### src/rtl/rr_mux_arbiter.sv
// Round-robin arbiter feeding a one-slot output register. Each cycle it picks
// one requester in rotating priority order and steers that requester's word
// out of the flattened input bus. The word is then held under valid/ready.
module rr_mux_arbiter #(
    parameter int unsigned IN   = 4,
    parameter int unsigned DATA = 8
) (
    input  logic                  clk,
    input  logic                  rst_n,
    input  logic [IN-1:0]         req,
    input  logic [IN*DATA-1:0]    flattened_input,
    output logic [IN-1:0]         gnt,
    output logic                  out_valid,
    output logic [DATA-1:0]       out_data,
    output logic [$clog2(IN)-1:0] out_sel,
    input  logic                  out_ready
);

    localparam int unsigned     SelW    = $clog2(IN);
    // After reset the pointer sits on the last channel, so channel 0 is searched first.
    localparam logic [SelW-1:0] LastRst = SelW'(IN - 1);

    logic [SelW-1:0] last_q;
    logic [SelW-1:0] winner;
    logic            load;
    logic [DATA-1:0] mux_word;

    // Load when anyone requests and the slot is empty or is being drained this
    // cycle. Gating with rst_n keeps gnt low while reset is held.
    assign load = rst_n && (|req) && (!out_valid || out_ready);

    // Rotating search: last+1, last+2, ... wrapping modulo IN, ending on last itself.
    always_comb begin
        int unsigned cand;
        logic        found;
        winner = last_q;
        found  = 1'b0;
        cand   = 0;
        for (int unsigned k = 1; k <= IN; k++) begin
            cand = 32'(last_q) + k;
            if (cand >= IN) begin
                cand = cand - IN;
            end
            if (!found && req[cand[SelW-1:0]]) begin
                found  = 1'b1;
                winner = cand[SelW-1:0];
            end
        end
    end

    // Flattened-bus multiplexer: select the winner's DATA-wide slice.
    always_comb begin
        mux_word = '0;
        for (int i = 0; i < int'(IN); i++) begin
            if (winner == SelW'(i)) begin
                mux_word = flattened_input[i*DATA +: DATA];
            end
        end
    end

    // One-hot grant, only in a cycle where the slot actually loads.
    always_comb begin
        gnt = '0;
        for (int i = 0; i < int'(IN); i++) begin
            gnt[i] = load && (winner == SelW'(i));
        end
    end

    // Output slot and priority pointer. A drain without a new load empties the
    // slot but leaves the stale data and index in place.
    always_ff @(posedge clk or negedge rst_n) begin
        if (!rst_n) begin
            out_valid <= 1'b0;
            out_data  <= '0;
            out_sel   <= '0;
            last_q    <= LastRst;
        end else if (load) begin
            out_valid <= 1'b1;
            out_data  <= mux_word;
            out_sel   <= winner;
            last_q    <= winner;
        end else if (out_valid && out_ready) begin
            out_valid <= 1'b0;
        end
    end

endmodule
### config.mk
export PLATFORM = sky130hd
export DESIGN_NAME = rr_mux_arbiter
export DESIGN_NICKNAME = d
export VERILOG_FILES = /design/src/rtl/rr_mux_arbiter.sv
export SDC_FILE = /design/constraint.sdc
export NUM_CORES = 1
export LEC_CHECK = 0
export ABC_AREA = 1
export CORE_UTILIZATION = 41
export CTS_CLUSTER_DIAMETER = 30
export DETAILED_ROUTE_END_ITERATION = 10
export GPL_TIMING_DRIVEN = 0
export PLACE_DENSITY_LB_ADDON = 0.05
export SETUP_SLACK_MARGIN = 0.2
export SLEW_MARGIN = 10
export SYNTH_ARGS = -nofsm -noshare
export SYNTH_HDL_FRONTEND = slang
export SYNTH_SLANG_ARGS = --single-unit
### constraint.sdc
create_clock -name clk -period 2.2 [get_ports clk]
set_input_delay 0.33 -clock clk [delete_from_list [all_inputs] [get_ports clk]]
set_output_delay 0.33 -clock clk [all_outputs]
set_load 0.01 [all_outputs]
Word-level counts from Yosys, hierarchy flattened. Index checks and enable logic that the tools add are counted.

Flip-flop bits (word level): 13. Input port bits: 39. Output and inout bits: 15. Word-level logic and storage cells: 66.

Add/subtract/negate cells: 8. $lt $le $gt $ge: 8. Equal/unequal tests: 3. Mux-type cells: 25. Reduce and logical (&&, ||, !) cells: 18.

Operator list (number): 8-bit two-way mux (4); 2-bit two-way mux (8); 2-bit by 3-bit < comparator with 1-bit output, second input constant (4); 1-bit logical AND (10); 3-bit >= comparator, second input constant (3); 1-bit two-way mux (9); 1-bit binary-select mux with 2-bit select (4); 2-bit by 1-bit subtractor with 2-bit output, second input constant (4); 2-bit by 2-bit adder with 3-bit output, second input constant (2); 2-bit by 3-bit adder with 4-bit output, second input constant (1); 2-bit equality test, second input constant (2); 4-bit by 3-bit >= comparator with 1-bit output, second input constant (1); 1-bit logical NOT (4); 4-bit OR reduction (1); 2-bit by 1-bit adder with 3-bit output, second input constant (1); 2-bit by 1-bit equality test with 1-bit output, second input constant (1); 2-bit logical NOT (1); 2-bit nonzero test (1); 1-bit logical OR (1).

Longest topological paths before layout. Gate-level depths: netlist (run 1).

Word-level depth: 20. Gate-level depth with buffers: 16.

Least setup slack after synthesis (run 1). Ideal clock, no wire load.

Path kind: register to output. From: register last_q[0]. To: output port gnt[0]. Arrival time: 1.718 ns. Data required time: 1.870 ns. Path slack: 0.152 ns. Cell stages (with the launch flop): 13. Path buffers: 2. Cell sequence: dfstp_2 -> buf_6 -> inv_6 -> nand2_1 -> nand2_1 -> nand2_4 -> nand2_4 -> inv_2 -> nand3_4 -> nand2_2 -> nand2_4 -> buf_4 -> nor3_1.

Word-level cells in the longest chain between the ends: 17.

Ends and longest elaborated chain: from (decl) (RTL line 23) `logic [SelW-1:0] last_q;`; from (signal assigned) (RTL line 76) `last_q <= LastRst;`; from (signal assigned) (RTL line 81) `last_q <= winner;`; 2-bit by 1-bit adder with 3-bit output (RTL line 40) `cand = 32'(last_q) + k;`; 3-bit >= comparator / 2-bit by 1-bit subtractor with 2-bit output (equally long branches) (RTL line 41, 42); 2-bit two-way mux (RTL line 41) `if (cand >= IN) begin`; 1-bit binary-select mux with 2-bit select (RTL line 44) `if (!found && req[cand[SelW-1:0]]) begin`; 1-bit two-way mux (implied by the code) (RTL line 44); 1-bit two-way mux (RTL line 44); 1-bit logical NOT (RTL line 44); 1-bit logical AND (RTL line 44); 1-bit two-way mux (RTL line 44); 1-bit logical NOT (RTL line 44); 1-bit logical AND (RTL line 44); 1-bit two-way mux (RTL line 44); 1-bit logical NOT (RTL line 44); 1-bit logical AND (RTL line 44); 2-bit two-way mux (*) (RTL line 44); 2-bit logical NOT (*) (RTL line 65) `gnt[i] = load && (winner == SelW'(i));`; 1-bit logical AND (*) (RTL line 65); to (decl) (RTL line 12) `output logic [IN-1:0] gnt,`.

Every way passes the cells marked *; elsewhere a longest branch is shown, timed or not. The select of a mux whose other input is x is not followed.

Worst setup path in the final report (run 1). Same ends and word-level chain as after synthesis.

==> impl_metrics.json, run 1 <==
{
  "drive_gt1_frac": 0.3548,
  "violated_checks": "setup timing",
  "largest_net_degree_at_the_start_of_global_routing": 15,
  "global_route_wire_length_before_repair_mm": 6.230,
  "antenna_cells": 0,
  "first_global_vias": 1414,
  "htreeDepth": 1,
  "antenna_found_initial": 0,
  "detail_route.wirelength_mm": 3.755,
  "wire_per_inst_um": 13.46,
  "finalWorstPathRequiredPeriod_ns": 2.437,
  "synth.cell_area_um2": 1171,
  "detailed_place.area_um2": 1773,
  "drt-vias-per-instance": 5.125,
  "die-height_um": 55.45,
  "core_region_area_um2": 2734,
  "setup.worst_path.end_class": "output pin",
  "crit_path_class": "flop to output pin",
  "stdcell_count": 279,
  "tritoncts_clock_tree": "built",
  "number_of_buffers_added_by_the_clock_tree_synthesis_step": 3,
  "final_antenna_net_count": 0,
  "clock.fmax_mhz": 410.3,
  "layout.filler_cells": 197,
  "floorplan.initialDensity": 0.4284,
  "dr_total_vias": 1430,
  "gp_routability_congestion": 0.7926,
  "synth.net_count": 209,
  "detailed_place_hpwl_mm": 2.623,
  "synth-seq-area-share": 0.2799,
  "clock_sinks": 13,
  "synthCells": 170,
  "hold_buffers": 0,
  "cp.arrival_ns": 2.11,
  "post_synth_num_cell_types": 26,
  "synthTopCellsByArea": "sky130_fd_sc_hd__dfrtp_1, sky130_fd_sc_hd__nand2_1, sky130_fd_sc_hd__nand3_1",
  "yosys_register_bits": 13,
  "dieArea_um2": 3074,
  "dp_slack_ns": -1.215,
  "io_pins": 54,
  "final_design_area_excluding_fillers_um2": 2059,
  "area_delta_synth_final_pct": 75.86,
  "path_clk_slew_ns": 0.08,
  "grtUsageTotal": 0.2545,
  "synth.yosys.warnings": 0,
  "dpl.cell_count": 254,
  "final.setup_skew_ns": 0.002411,
  "power_mw": 3.821,
  "timing.critical_path.fanout_max": 8,
  "max_cap_viol_count": 0,
  "finish.net_count": 288,
  "post-route-drc-count": 0,
  "final-max-slew-violation-count": 0,
  "final-setup-viol-count": 4,
  "initialDrtViolationCount": 42,
  "critical_path_required_ns": 1.87,
  "power_leakage_nw": 0.9843,
  "grt_setup_unrepaired": "true",
  "status": "finished with violations",
  "drt-pass1-iter-count": 4,
  "start_kind": "flop",
  "pin_slew_with_the_least_headroom_to_its_limit_ns": 0.4230,
  "synth_largest_area_cell": "sky130_fd_sc_hd__dfrtp_1",
  "hp-class": "primary input to asynchronous set/reset pin",
  "place.port_buffers": 53,
  "clkLatencyLatePin_ns": 0.28,
  "cellPowerDensity_nw_per_um2": 1855,
  "setup_tns_ns": -0.7126,
  "syn_avg_cell_area_um2": 6.889,
  "part_of_the_cycle_the_worst_path_needs": 1.108,
  "vdd_ir_drop_max_v": 0.001224,
  "fp.dieW_um": 55.45,
  "yosysTopAreaCellShare": 0.2350,
  "timing.slew.headroom": 0.7180,
  "global_route.overflow_total": 0,
  "post_route_core_utilization": 0.7533,
  "layout_setup_ws_ns": -0.2371,
  "hold-worst-slack_ns": 0.04251,
  "placementRows": 19,
  "clockRootBuffer": "sky130_fd_sc_hd__clkbuf_4",
  "cts_max_path_buffers": 2,
  "finalHoldViolations": 0
}
-- what timing repair did --
| item | CTS | global route |
|---|---|---|
| endpoints found under the setup margin | 15 | 12 |
| gates cloned | 2 | 0 |
| pin swaps | 18 | 6 |
| buffers inserted | 17 | 2 |
| gates resized for setup | 48 | 5 |
-- synthesized netlist by cell type --
cell type / instances
sky130_fd_sc_hd__o21ai_1: 1
sky130_fd_sc_hd__inv_1: 14
sky130_fd_sc_hd__inv_6: 1
sky130_fd_sc_hd__a21oi_1: 7
sky130_fd_sc_hd__a21boi_0: 1
sky130_fd_sc_hd__nand3_2: 4
sky130_fd_sc_hd__a21oi_2: 1
sky130_fd_sc_hd__nand3_1: 22
sky130_fd_sc_hd__nor2_4: 1
sky130_fd_sc_hd__buf_6: 3
sky130_fd_sc_hd__nor2_1: 17
sky130_fd_sc_hd__clkbuf_1: 1
sky130_fd_sc_hd__dfstp_2: 2
sky130_fd_sc_hd__nand2_4: 6
sky130_fd_sc_hd__inv_2: 3
sky130_fd_sc_hd__o21ai_0: 3
sky130_fd_sc_hd__or2_2: 5
sky130_fd_sc_hd__dfrtp_1: 11
sky130_fd_sc_hd__buf_4: 1
sky130_fd_sc_hd__nand3_4: 2
sky130_fd_sc_hd__o21ai_2: 2
sky130_fd_sc_hd__nand2_1: 42
sky130_fd_sc_hd__nand2_2: 7
sky130_fd_sc_hd__buf_2: 2
sky130_fd_sc_hd__nor3_1: 2
sky130_fd_sc_hd__nand4_1: 9
-- kinds of logic (layout without fill, tap and decap cells) --
kind of cell / Yosys count / count (layout) / synth area share
compound gates: 15 / 15 / 0.07585
simple gates: 117 / 117 / 0.5352
flops: 13 / 13 / 0.2799
buf+inv: 25 / 103 / 0.1090
-- flip-flops by register name, indices dropped and copies added, names as in the netlist --
name	flops
out_data	8
last_q	2
out_sel	2
out_valid	1
-- where the power goes --
group          internal, mW  leakage [nW]  switching (mW)  total, mW
combinational          1.50         0.816            1.75       3.24
clock                0.0675        0.0177          0.0844      0.152
sequential            0.368         0.151          0.0596      0.428
-- layer usage --
layer,track usage,vias to the layer above,share of wire
li1,-,711,-
met1,0.3107,666,0.43
met2,0.4372,47,0.51
met3,0.07728,6,0.051
met4,0.06071,0,0.016
met5,0,-,0
-- critical path: stages (launching register included) --
cell and delay [ns]:
sky130_fd_sc_hd__dfstp_2 0.54, sky130_fd_sc_hd__buf_6 0.13, sky130_fd_sc_hd__inv_8 0.05, sky130_fd_sc_hd__nand2_2 0.06, sky130_fd_sc_hd__nand2_2 0.08, sky130_fd_sc_hd__nand2_4 0.08
sky130_fd_sc_hd__nand2_4 0.08, sky130_fd_sc_hd__inv_2 0.07, sky130_fd_sc_hd__nand3_4 0.07, sky130_fd_sc_hd__nand3_4 0.10, sky130_fd_sc_hd__nand2_4 0.07, sky130_fd_sc_hd__buf_8 0.13
sky130_fd_sc_hd__buf_6 0.11, sky130_fd_sc_hd__nor3_2 0.09, sky130_fd_sc_hd__buf_2 0.15
-- layout by cell type, fill, tap and decap left out, types with 8 or more instances in the layout --
cell type and n:
sky130_fd_sc_hd__nand3_1 20, sky130_fd_sc_hd__nand2_1 35, sky130_fd_sc_hd__nor2_1 15, sky130_fd_sc_hd__nand2_2 8, sky130_fd_sc_hd__inv_1 13, sky130_fd_sc_hd__clkdlybuf4s50_1 48
sky130_fd_sc_hd__buf_6 10, sky130_fd_sc_hd__buf_4 15, sky130_fd_sc_hd__nand2_4 12, sky130_fd_sc_hd__nand4_1 9, sky130_fd_sc_hd__dfrtp_1 11
-- area by class of cell --
type / instances / area, um2 / share of cell area
Tap cell: 31 / 38.79 / 0.01883
Multi-Input combinational cell: 132 / 825.8 / 0.4010
Sequential cell: 13 / 327.8 / 0.1592
Buffer: 7 / 68.82 / 0.03341
Clock buffer: 3 / 22.52 / 0.01094
Inverter: 18 / 75.07 / 0.03645
Timing Repair Buffer: 74 / 695.7 / 0.3378
Clock inverter: 1 / 5.005 / 0.002430
-- final timing paths --
path | start | to | slack [ns] | depth (start not counted)
worst max-delay path | last_q[0]$_DFFE_PN1P_ | gnt[0] | -0.24 | 14
worst max register to register | last_q[0]$_DFFE_PN1P_ | out_data[6]$_DFFE_PN0P_ | 0.07 | 15
worst min register to register | out_sel[1]$_DFFE_PN0P_ | out_sel[1]$_DFFE_PN0P_ | 0.50 | 2
max in group asynchronous | rst_n | last_q[1]$_DFFE_PN1P_ | 1.85 | 1
min in group clk | out_sel[1]$_DFFE_PN0P_ | out_sel[1]$_DFFE_PN0P_ | 0.50 | 2
worst min-delay path | rst_n | out_data[2]$_DFFE_PN0P_ | 0.04 | 1
No activity file was read; power rests on OpenSTA's default activity.
==> run 2, diff against run 1 <==
- PLACE_DENSITY: unset -> 0.81
- PLACE_DENSITY_LB_ADDON: 0.05 -> unset
==> run 2 against run 1 <==
The run still ends with setup timing left. Cell count fell by 0.72%. Maximum frequency decreased by 1.5%. Via count up 1.7%. Sequential share of layout area down 0.18 points. Highest routed layer unchanged. Utilization grew 0.87 points. Clock-buffer cell count did not move. Sequential power rose by 1%.
==> impl_metrics.json, run 2 (synthesis results as in run 1) <==
{
  "final_design_area_excluding_fillers_um2": 2083,
  "dp_slack_ns": -1.167,
  "tritoncts_clock_tree": "built",
  "drt-pass1-iter-count": 4,
  "path_clk_slew_ns": 0.09,
  "power_leakage_nw": 0.9856,
  "initialDrtViolationCount": 68,
  "timing.critical_path.fanout_max": 8,
  "critical_path_required_ns": 1.87,
  "grt_setup_unrepaired": "true",
  "clockRootBuffer": "sky130_fd_sc_hd__clkbuf_4",
  "hp-class": "primary input to asynchronous set/reset pin",
  "pin_slew_with_the_least_headroom_to_its_limit_ns": 0.3721,
  "biggestRegsByFlops": "out_data: 8 flops, last_q: 2 flops, out_sel: 2 flops",
  "drive_gt1_frac": 0.3740,
  "finalWorstPathRequiredPeriod_ns": 2.474,
  "layout_setup_ws_ns": -0.2741,
  "fp.dieW_um": 55.45,
  "place.port_buffers": 53,
  "crit_path_class": "flop to output pin",
  "dpl.cell_count": 254,
  "hold-worst-slack_ns": 0.03171,
  "gp_routability_congestion": 0.8441,
  "largest_reg_flops": 8,
  "setup_tns_ns": -0.8513,
  "status": "finished with violations",
  "multiInputGateArea_um2": 858.3,
  "register_area_um2": 327.8,
  "cellPowerDensity_nw_per_um2": 1898,
  "antenna_cells": 0,
  "io_pins": 54,
  "largest_net_degree_at_the_start_of_global_routing": 15,
  "mostFrequentLayoutCell": "sky130_fd_sc_hd__clkdlybuf4s50_1",
  "stdcell_count": 277,
  "floorplan.initialDensity": 0.4284,
  "max_cap_viol_count": 0,
  "final-setup-viol-count": 4,
  "grtUsageTotal": 0.2483,
  "global_route.overflow_total": 0,
  "post-route-drc-count": 0,
  "most-common-layout-cells": "sky130_fd_sc_hd__clkdlybuf4s50_1, sky130_fd_sc_hd__nand2_1, sky130_fd_sc_hd__nand3_1",
  "dr_total_vias": 1455,
  "placementRows": 19,
  "area_delta_synth_final_pct": 77.88,
  "dieArea_um2": 3074,
  "cp.arrival_ns": 2.14,
  "drt-vias-per-instance": 5.253,
  "detailed_place.area_um2": 1773,
  "vdd_ir_drop_max_v": 0.001290,
  "finalHoldViolations": 0,
  "final-max-slew-violation-count": 0,
  "detailed_place_hpwl_mm": 2.421,
  "die-height_um": 55.45,
  "detail_route.wirelength_mm": 3.987,
  "final.setup_skew_ns": 0.001279,
  "timing.slew.headroom": 0.7519,
  "antenna_found_initial": 0,
  "core_region_area_um2": 2734,
  "clkLatencyLatePin_ns": 0.28,
  "clock_sinks": 13,
  "setup.worst_path.end_class": "output pin",
  "start_kind": "flop",
  "finish.net_count": 286,
  "layout.filler_cells": 181,
  "violated_checks": "setup timing",
  "part_of_the_cycle_the_worst_path_needs": 1.125,
  "global_route_wire_length_before_repair_mm": 6.030,
  "clock.fmax_mhz": 404.2,
  "regMostFlops": "out_data",
  "cts_max_path_buffers": 2,
  "number_of_buffers_added_by_the_clock_tree_synthesis_step": 3,
  "final_antenna_net_count": 0,
  "first_global_vias": 1340,
  "htreeDepth": 1,
  "wire_per_inst_um": 14.39
}
==> run 2: changes by cell type in the layout (fill, tap and decap cells not counted), sizes merged <==
| cell | delta |
|---|---|
| buf | -2 |
==> run 2: timing repair <==
| item | in CTS | in global routing |
|---|---|---|
| setup buffers | 15 | 2 |
| hold buffers | 0 | 0 |
| endpoints found under the setup margin | 15 | 12 |
| pin swaps | 11 | 13 |
| gates cloned | 1 | 1 |
| resized for setup | 36 | 27 |
==> run 2: per-stage QoR <==
stage	util	total power, mW
2_1_floorplan	-	2.189
3_3_place_gp	0.6485	2.789
3_5_place_dp	0.6485	2.836
4_1_cts	0.7231	3.521
5_1_grt	0.7620	4.222
6_report	0.7620	3.955
==> run 2: final cells by class <==
type,instances,share of cell area
repair buffers,72,0.3285
clock buffers,3,0.01081
plain buffers,7,0.03423
multi-input cells,132,0.4120
flip-flops and latches,13,0.1574
clock inverters,1,0.002402
well taps,31,0.01862
inverters,18,0.03604
==> run 2: path summary, 6_finish.rpt <==
| path | start | endpoint | slack (ns) | cells past startpoint |
|---|---|---|---|---|
| worst max-delay path | last_q[0]$_DFFE_PN1P_ | gnt[0] | -0.27 | 14 |
| worst min-delay path | rst_n | out_data[3]$_DFFE_PN0P_ | 0.03 | 1 |
| worst max register to register | last_q[0]$_DFFE_PN1P_ | out_data[1]$_DFFE_PN0P_ | 0.09 | 16 |
| worst min register to register | out_sel[0]$_DFFE_PN0P_ | out_sel[0]$_DFFE_PN0P_ | 0.50 | 2 |
| max in group asynchronous | rst_n | last_q[1]$_DFFE_PN1P_ | 1.86 | 1 |
| min in group clk | out_sel[0]$_DFFE_PN0P_ | out_sel[0]$_DFFE_PN0P_ | 0.50 | 2 |
==> run 2: power breakdown <==
| part | total [mW] | switching, mW | internal, mW |
|---|---|---|---|
| sequential | 0.433 | 0.0643 | 0.368 |
| combinational | 3.36 | 1.81 | 1.55 |
| clock | 0.158 | 0.0901 | 0.0676 |
| total | 3.95 | 1.96 | 1.99 |
==> run 2: routing by layer <==
metal  part of all wire  global-route usage  routed length [um]
met1               0.41              0.2953                1645
met2               0.51              0.4303                2030
met3              0.043             0.05855                 172
met4              0.035             0.09643                 139
met5                  0                   0                   0
==> run 2: critical path: stages, from the launching register on <==
cell and delay [ns]:
sky130_fd_sc_hd__dfstp_2 0.56, sky130_fd_sc_hd__buf_6 0.14, sky130_fd_sc_hd__inv_8 0.06, sky130_fd_sc_hd__nand2_4 0.06, sky130_fd_sc_hd__nand2_4 0.07, sky130_fd_sc_hd__nand2_4 0.09
sky130_fd_sc_hd__nand2_4 0.08, sky130_fd_sc_hd__inv_2 0.07, sky130_fd_sc_hd__nand3_4 0.07, sky130_fd_sc_hd__nand3_4 0.10, sky130_fd_sc_hd__nand2_4 0.07, sky130_fd_sc_hd__buf_8 0.13
sky130_fd_sc_hd__buf_6 0.10, sky130_fd_sc_hd__nor3_2 0.10, sky130_fd_sc_hd__buf_2 0.16
==> run 3, diff against run 2 <==
- CTS_CLUSTER_SIZE: unset -> 8
- RECOVER_POWER: unset -> 100
- SKIP_CTS_REPAIR_TIMING: unset -> 1
==> run 3 against run 2 <==
The flow still finishes with violations (setup timing). Clock skew rose by 0.0015 ns. Power fell by 6.0%. Worst setup slack improved by 0.059 ns. Worst hold slack improved by 0.10 ns. Clock-buffer cell count did not move. Non-clock buffer count fell by 1. Die area did not move. Global-route usage fell by 4.0 points. First-iteration DRC count fell by 4.4%. Flip-flop and latch count did not move. Final area fell by 4.0%. Register-to-register slack got worse by 0.11 ns.
==> impl_metrics.json, run 3 (synthesis results as in run 1) <==
{
  "detail_route.wirelength_mm": 3.650,
  "grtUsageTotal": 0.2081,
  "status": "finished with violations",
  "dieArea_um2": 3074,
  "mostFrequentLayoutCell": "sky130_fd_sc_hd__clkdlybuf4s50_1",
  "fp.dieW_um": 55.45,
  "critPathMostFrequentCell": "sky130_fd_sc_hd__nand2_4",
  "timing.slew.headroom": 0.6305,
  "worst_path_max_delay_cell": "sky130_fd_sc_hd__dfstp_2",
  "max_cap_viol_count": 0,
  "largest_reg_flops": 8,
  "path_delay_family": "simple AND/OR/NAND/NOR gates",
  "timing.critical_path.fanout_max": 9,
  "gp_routability_congestion": 0.8441,
  "top_layer": "met4",
  "finish.net_count": 285,
  "power_leakage_nw": 0.9551,
  "cts_max_path_buffers": 2,
  "drive_gt1_frac": 0.3347,
  "hold-worst-slack_ns": 0.1344,
  "cp.arrival_ns": 2.08,
  "register_area_um2": 327.8,
  "first_global_vias": 1169,
  "largest_net_degree_at_the_start_of_global_routing": 15,
  "floorplan.initialDensity": 0.4284,
  "layout.filler_cells": 195,
  "violated_checks": "setup timing",
  "worstPathCellList": "buf_6 -> inv_8 -> nand2_2 -> nand2_4 -> nand2_4 -> nand2_4 -> nor2_4 -> nand3_4 -> nand2_4 -> buf_8 -> nand2_2 -> nor2_2 -> buf_2",
  "clock.fmax_mhz": 414.1,
  "htreeDepth": 1,
  "final-max-slew-violation-count": 0,
  "wire_per_inst_um": 13.22,
  "global_route_wire_length_before_repair_mm": 5.085,
  "drt-vias-per-instance": 5.145,
  "layout_setup_ws_ns": -0.2147,
  "io_pins": 54,
  "dr_total_vias": 1420,
  "antenna_cells": 0,
  "global_route.overflow_total": 0,
  "number_of_buffers_added_by_the_clock_tree_synthesis_step": 3,
  "multiInputGateArea_um2": 815.8,
  "tritoncts_clock_tree": "built",
  "finalWorstPathRequiredPeriod_ns": 2.415,
  "critical_path_required_ns": 1.87,
  "vdd_ir_drop_max_v": 0.001319,
  "setup.worst_path.end_class": "output pin",
  "clock_sinks": 13,
  "cellPowerDensity_nw_per_um2": 1858,
  "r2r.worst_path.cells": 17,
  "path_clk_slew_ns": 0.08,
  "pin_slew_with_the_least_headroom_to_its_limit_ns": 0.5525,
  "detailed_place_hpwl_mm": 2.421,
  "grt_setup_unrepaired": "true",
  "place.port_buffers": 53,
  "core_region_area_um2": 2734,
  "regMostFlops": "out_data",
  "drt-pass1-iter-count": 4,
  "critical_path.reg2reg.startpoint": "last_q[0]$_DFFE_PN1P_",
  "clkLatencyLatePin_ns": 0.28,
  "antenna_found_initial": 0,
  "finalHoldViolations": 0,
  "crit_path_class": "flop to output pin",
  "routed_met2_length_mm": 1.815,
  "critPathMaxStageDelay_ns": 0.55,
  "part_of_the_cycle_the_worst_path_needs": 1.098,
  "area_delta_synth_final_pct": 70.83,
  "placementRows": 19,
  "final-setup-viol-count": 7,
  "clockRootBuffer": "sky130_fd_sc_hd__clkbuf_4",
  "critPathBufInv": 4,
  "final_antenna_net_count": 0,
  "final.setup_skew_ns": 0.002760,
  "hp-class": "primary input to asynchronous set/reset pin",
  "wl_on_met1_mm": 1.605,
  "start_kind": "flop",
  "biggestRegsByFlops": "out_data: 8 flops, last_q: 2 flops, out_sel: 2 flops",
  "met3_wirelength_um": 171,
  "post-route-drc-count": 0,
  "post_route_core_utilization": 0.7318,
  "initialDrtViolationCount": 65,
  "r2r_setup_slack_ns": -0.02,
  "power_mw": 3.718,
  "die-height_um": 55.45,
  "most-common-layout-cells": "sky130_fd_sc_hd__clkdlybuf4s50_1, sky130_fd_sc_hd__nand2_1, sky130_fd_sc_hd__nand3_1",
  "timing.rr.end": "out_data[1]$_DFFE_PN0P_"
}
==> run 3: layer usage <==
metal | up-vias | global-route usage
li1 | 707 | -
met1 | 662 | 0.2611
met2 | 45 | 0.3460
met3 | 6 | 0.05386
met4 | 0 | 0.07143
met5 | - | 0
==> run 3: worst max path at each step <==
stage                               start     end  slack, ns  cells past startpoint
floorplan           last_q[0]$_DFFE_PN1P_  gnt[2]       0.21                     12
global placement                    rst_n  gnt[2]      -1.16                      8
detailed placement                  rst_n  gnt[2]      -1.17                      8
CTS                                 rst_n  gnt[2]      -1.18                      8
global route        last_q[0]$_DFFE_PN1P_  gnt[2]      -0.35                     13
finish              last_q[0]$_DFFE_PN1P_  gnt[2]      -0.21                     13
==> run 3: final cells by class <==
type | count | share of cell area
Buffer | 7 | 0.03502
Clock buffer | 3 | 0.01126
Clock inverter | 1 | 0.002502
Inverter | 18 | 0.03752
Multi-Input combinational cell | 132 | 0.4078
Sequential cell | 13 | 0.1639
Tap cell | 31 | 0.01939
Timing Repair Buffer | 71 | 0.3227
==> run 3: per-stage QoR <==
step	worst slack (ns)	area (um2)	instances	TNS [ns]
floorplan	0.2116	1204	170	0
CTS	-1.181	1800	258	-4.271
global placement	-1.161	1773	254	-7.080
detailed placement	-1.167	1773	254	-7.135
finish	-0.2147	2001	276	-0.8644
global route	-0.3508	2001	276	-2.153
==> run 3: power breakdown <==
part | total, mW | switching (mW) | internal, mW
sequential | 0.426 | 0.0579 | 0.368
clock | 0.149 | 0.0821 | 0.0674
combinational | 3.14 | 1.73 | 1.41
==> run 3: worst register-to-register path, cell delays in order, from the launching register on <==
cell and delay (ns):
sky130_fd_sc_hd__dfstp_2 0.55, sky130_fd_sc_hd__buf_6 0.13, sky130_fd_sc_hd__inv_8 0.06, sky130_fd_sc_hd__nand2_2 0.07
sky130_fd_sc_hd__nand2_4 0.06, sky130_fd_sc_hd__nand2_4 0.08, sky130_fd_sc_hd__nand2_4 0.08, sky130_fd_sc_hd__nor2_4 0.15
sky130_fd_sc_hd__nand3_2 0.10, sky130_fd_sc_hd__nand2_4 0.11, sky130_fd_sc_hd__buf_4 0.13, sky130_fd_sc_hd__buf_4 0.10
sky130_fd_sc_hd__inv_2 0.04, sky130_fd_sc_hd__buf_4 0.15, sky130_fd_sc_hd__nand3_2 0.07, sky130_fd_sc_hd__nand3_1 0.08
sky130_fd_sc_hd__nor2_1 0.11, sky130_fd_sc_hd__nor2_1 0.04
==> RTL change 1 (settings of run 2) <==
Set the parameter `IN` to 8 (it was 4).
--- a/src/rtl/rr_mux_arbiter.sv
+++ b/src/rtl/rr_mux_arbiter.sv
@@ -4,3 +4,3 @@
 module rr_mux_arbiter #(
-    parameter int unsigned IN   = 4,
+    parameter int unsigned IN   = 8,
     parameter int unsigned DATA = 8
Ports: changed (resized flattened_input, gnt, out_sel and req); port bits go from 54 to 95. No check against the original RTL was run, so the function may have changed too.
==> RTL change 1 against run 2 <==
- the flow still finishes with violations (setup timing)
- final area grew 77%
- wire length grew 95%
- area after synthesis grew 75%
- global-route usage grew 4.1 points
- clock skew grew 0.0034 ns
- sequential cell count grew 2
- setup slack lost 0.86 ns
- hold slack gained 0.20 ns
- first-iteration DRC count grew to 3.1 times the old value
- largest cell class unchanged
Power is left out: the tool's default activity adds up to more than one toggle a clock period on the data nets, which glitch-free logic cannot reach.
==> RTL change 1: results (changes against run 2) <==
status:
  status: "complete, but fails checks"  # unchanged
  violations: "setup timing"  # unchanged
layout:
  reg.largest.list: "out_data: 8 flops, last_q: 3 flops, out_sel: 3 flops"  # was out_data: 8 flops, last_q: 2 flops, out_sel: 2 flops
  layout-drive-gt1-share_pct: 28.7  # was 37.4%
  fin_nets: 556  # was 286
  fillers: 375  # was 181
clock_network:
  path_clk_slew_ns: 0.06  # was 0.09 ns
  clock-root-buffer: "clkbuf_8"  # was clkbuf_4
  clock_latency_ns: 0.25  # was 0.28 ns
global_routing:
  grt_pass1_vias: 2749  # was 1340
  grt_max_degree: 17  # was 15
  use_met2_pct: 52.6  # was 43.0%
  track_usage_pct: 28.9  # was 24.8%
yosys:
  synthTopCellsByArea: "nand2_1, dfrtp_1, nor2_1"  # was dfrtp_1, nand2_1, nand3_1
  synth_common_cells: "nand2_1, nor2_1, nand3_1"  # was nand2_1, nand3_1, nor2_1
  yosysSeqAreaShare_pct: 18.5  # was 28.0%
  synth_nets: 432  # was 209
  synth_cell_type_count: 32  # was 26
sta:
  setup_ws_ns: -1.14  # was -0.274 ns
  fin_skew_ns: 0.00465  # was 0.00128 ns
  finalSetupViolCount: 22  # was 4
  tns_ns: -18.68  # was -0.851 ns
  holdWs_ns: 0.230  # was 0.0317 ns
setup_path:
  ff2ff_path_depth: 22  # was 16
  path_delay_family: "simple AND/OR/NAND/NOR gates"  # was buffers and inverters
  crit_fanout: 6  # was 8
  cp.arrival_ns: 3.01  # was 2.14 ns
  reg2reg_to: "out_data[7]"  # was out_data[1]
routing:
  routedWlPerCell_um: 14.3  # was 14.4 um
  drt-vias-per-instance: 5.17  # was 5.25
  initialDrtViolationCount: 210  # was 68
placed_design:
  gp_congestion: 0.869  # was 0.844
  hpwlAfterDp_um: 5650  # was 2420 um
## RTL change 1: cell types whose count changed after synthesis, sizes merged, moves of 5 or more
| cell | change |
|---|---|
| nor2 | +36 |
| nand2 | +94 |
| nand4 | +14 |
| or2 | -5 |
| nand3 | +12 |
| inv | +23 |
## RTL change 1: cell type report
type                       count  share of cell area, %
buffer                         9                   3.08
clock buffer                   3                   1.12
clock inverter                 1                  0.135
inverter                      42                   5.38
multi-input combinational    289                   46.4
sequential                    15                   10.3
tap                           67                   2.27
timing repair buffer         119                   31.4
## RTL change 1: cells by family (layout without fill, tap and decap cells)
family,count (synthesis),after routing,share of synthesized area [%]
DFF,15,15,18.5
AOI/OAI and AO/OA,17,17,4.58
adders and majority gates,2,2,1.22
xor gates and xnor gates,1,1,0.427
and+or+nand+nor,269,269,63.5
buffers and inverters,51,174,11.8
## RTL change 1: metrics by stage
| stage | area [um2] | utilization (%) | std cells |
|---|---|---|---|
| 5_1_grt | 3690 | 77.7 | 545 |
| 2_1_floorplan | 2170 | - | 355 |
| 3_5_place_dp | 3190 | 67.1 | 516 |
| 4_1_cts | 3530 | 74.3 | 542 |
| 6_report | 3690 | 77.7 | 545 |
| 3_3_place_gp | 3190 | 67.1 | 516 |
## RTL change 1: how the worst max path moves through the flow
stage	endpoint	cells past startpoint	start
final	gnt[2]	18	last_q[0]
after global placement	gnt[3]	20	last_q[0]
after detailed placement	gnt[3]	21	last_q[0]
after CTS	gnt[2]	21	last_q[0]
after floorplan	out_data[1]	25	last_q[0]
after global routing	gnt[2]	18	last_q[0]
## RTL change 1: per-layer routing
| metal | part of all wire, % | wire (um) | vias to the layer above |
|---|---|---|---|
| met1 | 39 | 3030 | 1296 |
| met5 | 0 | 0 | - |
| met2 | 52 | 4030 | 119 |
| li1 | - | - | 1379 |
| met4 | 2.8 | 218 | 0 |
| met3 | 6.4 | 499 | 23 |
## RTL change 1: what timing repair did
item	4_1_cts	5_1_grt
buffers inserted	21	2
pin swaps	28	18
cloned	1	1
setup endpoints to repair	23	23
endpoints found under the hold margin	0	0
gates resized for setup	71	32
==> RTL change 2 (settings of run 2) <==
Made on the original files. Make the reset (`rst_n`) synchronous in one clocked block.
--- a/src/rtl/rr_mux_arbiter.sv
+++ b/src/rtl/rr_mux_arbiter.sv
@@ -70,3 +70,3 @@
     // slot but leaves the stale data and index in place.
-    always_ff @(posedge clk or negedge rst_n) begin
+    always_ff @(posedge clk) begin
         if (!rst_n) begin
Formal check against the unedited RTL: differs if rst_n is asserted again (counterexample within 4 cycles, from zero or initial values and one cycle with rst_n low); with rst_n held inactive, the same outputs for 10 cycles.
==> RTL change 2 against run 2 <==
- sequential share of layout area shrank 1.9 points
- first-iteration DRC count shrank 7.4%
- die area shrank 9.6%
- area after synthesis shrank 9.9%
- sequential cell count is the same
- global-route usage grew 3.3 points
- the run still ends with setup timing left
- fmax grew 7.8%
- setup slack gained 0.18 ns
- total power shrank 42%
- wire length shrank 5.5%
- count of clock-buffer cells in the layout grew 1
- final area shrank 7.7%
==> RTL change 2: results (changes against run 2) <==
sta:
  finalSetupViolCount: 4  # unchanged
  tns_ns: -0.275  # was -0.851 ns
  setup_ws_ns: -0.0942  # was -0.274 ns
global_routing:
  grt_max_degree: 10  # was 15
  track_usage_pct: 28.1  # was 24.8%
  use_met2_pct: 48.7  # was 43.0%
  grt_pass1_wl_um: 5620  # was 6030 um
  met3_usage_pct: 9.57  # was 5.85%
  grt_pass1_vias: 1335  # was 1340
  grt_use_met1_pct: 29.8  # was 29.5%
pwr:
  p_per_area_nw_per_um2: 1200  # was 1900 nW/um2
  powerSeq_mw: 0.363  # was 0.433 mW
status:
  violations: "setup timing"  # unchanged
  status: "complete, but fails checks"  # unchanged
routing:
  initialDrtViolationCount: 63  # was 68
  dr_wl_met3_um: 286  # was 172 um
  vias: 1473  # was 1455
  met1Wirelength_um: 1430  # was 1650 um
  met2_wirelength_um: 1940  # was 2030 um
worst_hold_path:
  hp-class: "flop to flop"  # was input pin to asynchronous set/reset pin
yosys:
  synth_cell_type_count: 25  # was 26
  async_flop_share_pct: 0  # was 100%
  synth_compound_area_share_pct: 12.1  # was 7.59%
  synth_nets: 214  # was 209
  synth_common_cells: "nand2_1, nand3_1"  # was nand2_1, nand3_1, nor2_1
  synth_cells: 175  # was 170
placed_design:
  place_ws_ns: -0.792  # was -1.17 ns
  placed_area_um2: 1620  # was 1770 um2
  hpwlAfterDp_um: 2390  # was 2420 um
layout:
  layout-drive-gt1-share_pct: 29.5  # was 37.4%
  fillers: 177  # was 181
setup_path:
  worst-r2r-setup-slack_ns: 0.13  # was 0.09 ns
  crit_fanout: 7  # was 8
==> RTL change 2: cell count changes after synthesis, moves of 6 or more <==
cell,run 2,this run
a21oi_1,7,13
dfrtp_1,11,0
dfxtp_1,0,13
nand2_1,42,64
nand4_1,9,3
==> RTL change 2: critical path, cell delays in order, from the launching register on <==
cell and delay (ns):
dfxtp_2 0.33, buf_6 0.13, inv_8 0.09, nand2_2 0.07, nand2_4 0.09, nand2_4 0.08
nand2_4 0.12, nand2_1 0.08, nand2_1 0.12, nand2_4 0.07, nand2_4 0.09, inv_8 0.04
nor2_4 0.11, inv_2 0.05, nor2_1 0.09, buf_2 0.13
==> RTL change 2: worst max path at each step <==
stage               startpoint  endpoint  slack [ns]  cells after the start
floorplan            last_q[0]    gnt[2]        0.35                     12
global placement        req[0]    gnt[2]       -0.77                      8
detailed placement      req[0]    gnt[2]       -0.79                      8
CTS                  last_q[0]    gnt[1]       -0.01                     15
global route         last_q[0]    gnt[1]       -0.19                     15
finish               last_q[0]    gnt[1]       -0.09                     15
==> RTL change 2: layout make-up <==
class / instances / area, um2 / share of cell area, %
multi-input combinational: 139 / 806 / 41.9
tap: 30 / 37.5 / 1.95
inverter: 20 / 93.8 / 4.88
clock buffer: 4 / 26.3 / 1.37
timing repair buffer: 72 / 654 / 34.0
buffer: 3 / 38.8 / 2.02
sequential: 13 / 265 / 13.8
==> RTL change 2: logic make-up (layout without fill, tap and decap cells) <==
family | after synthesis | after routing
AND/OR/NAND/NOR | 115 | 115
buffers and inverters | 23 | 99
AO/OA/AOI/OAI | 24 | 24
flip-flops | 13 | 13
==> RTL change 2: what timing repair did <==
action                     4_1_cts  5_1_grt
pin swaps                       15        9
buffers inserted                15        3
setup endpoints to repair       14       12
resized for setup               53       14
gates cloned                     1        0
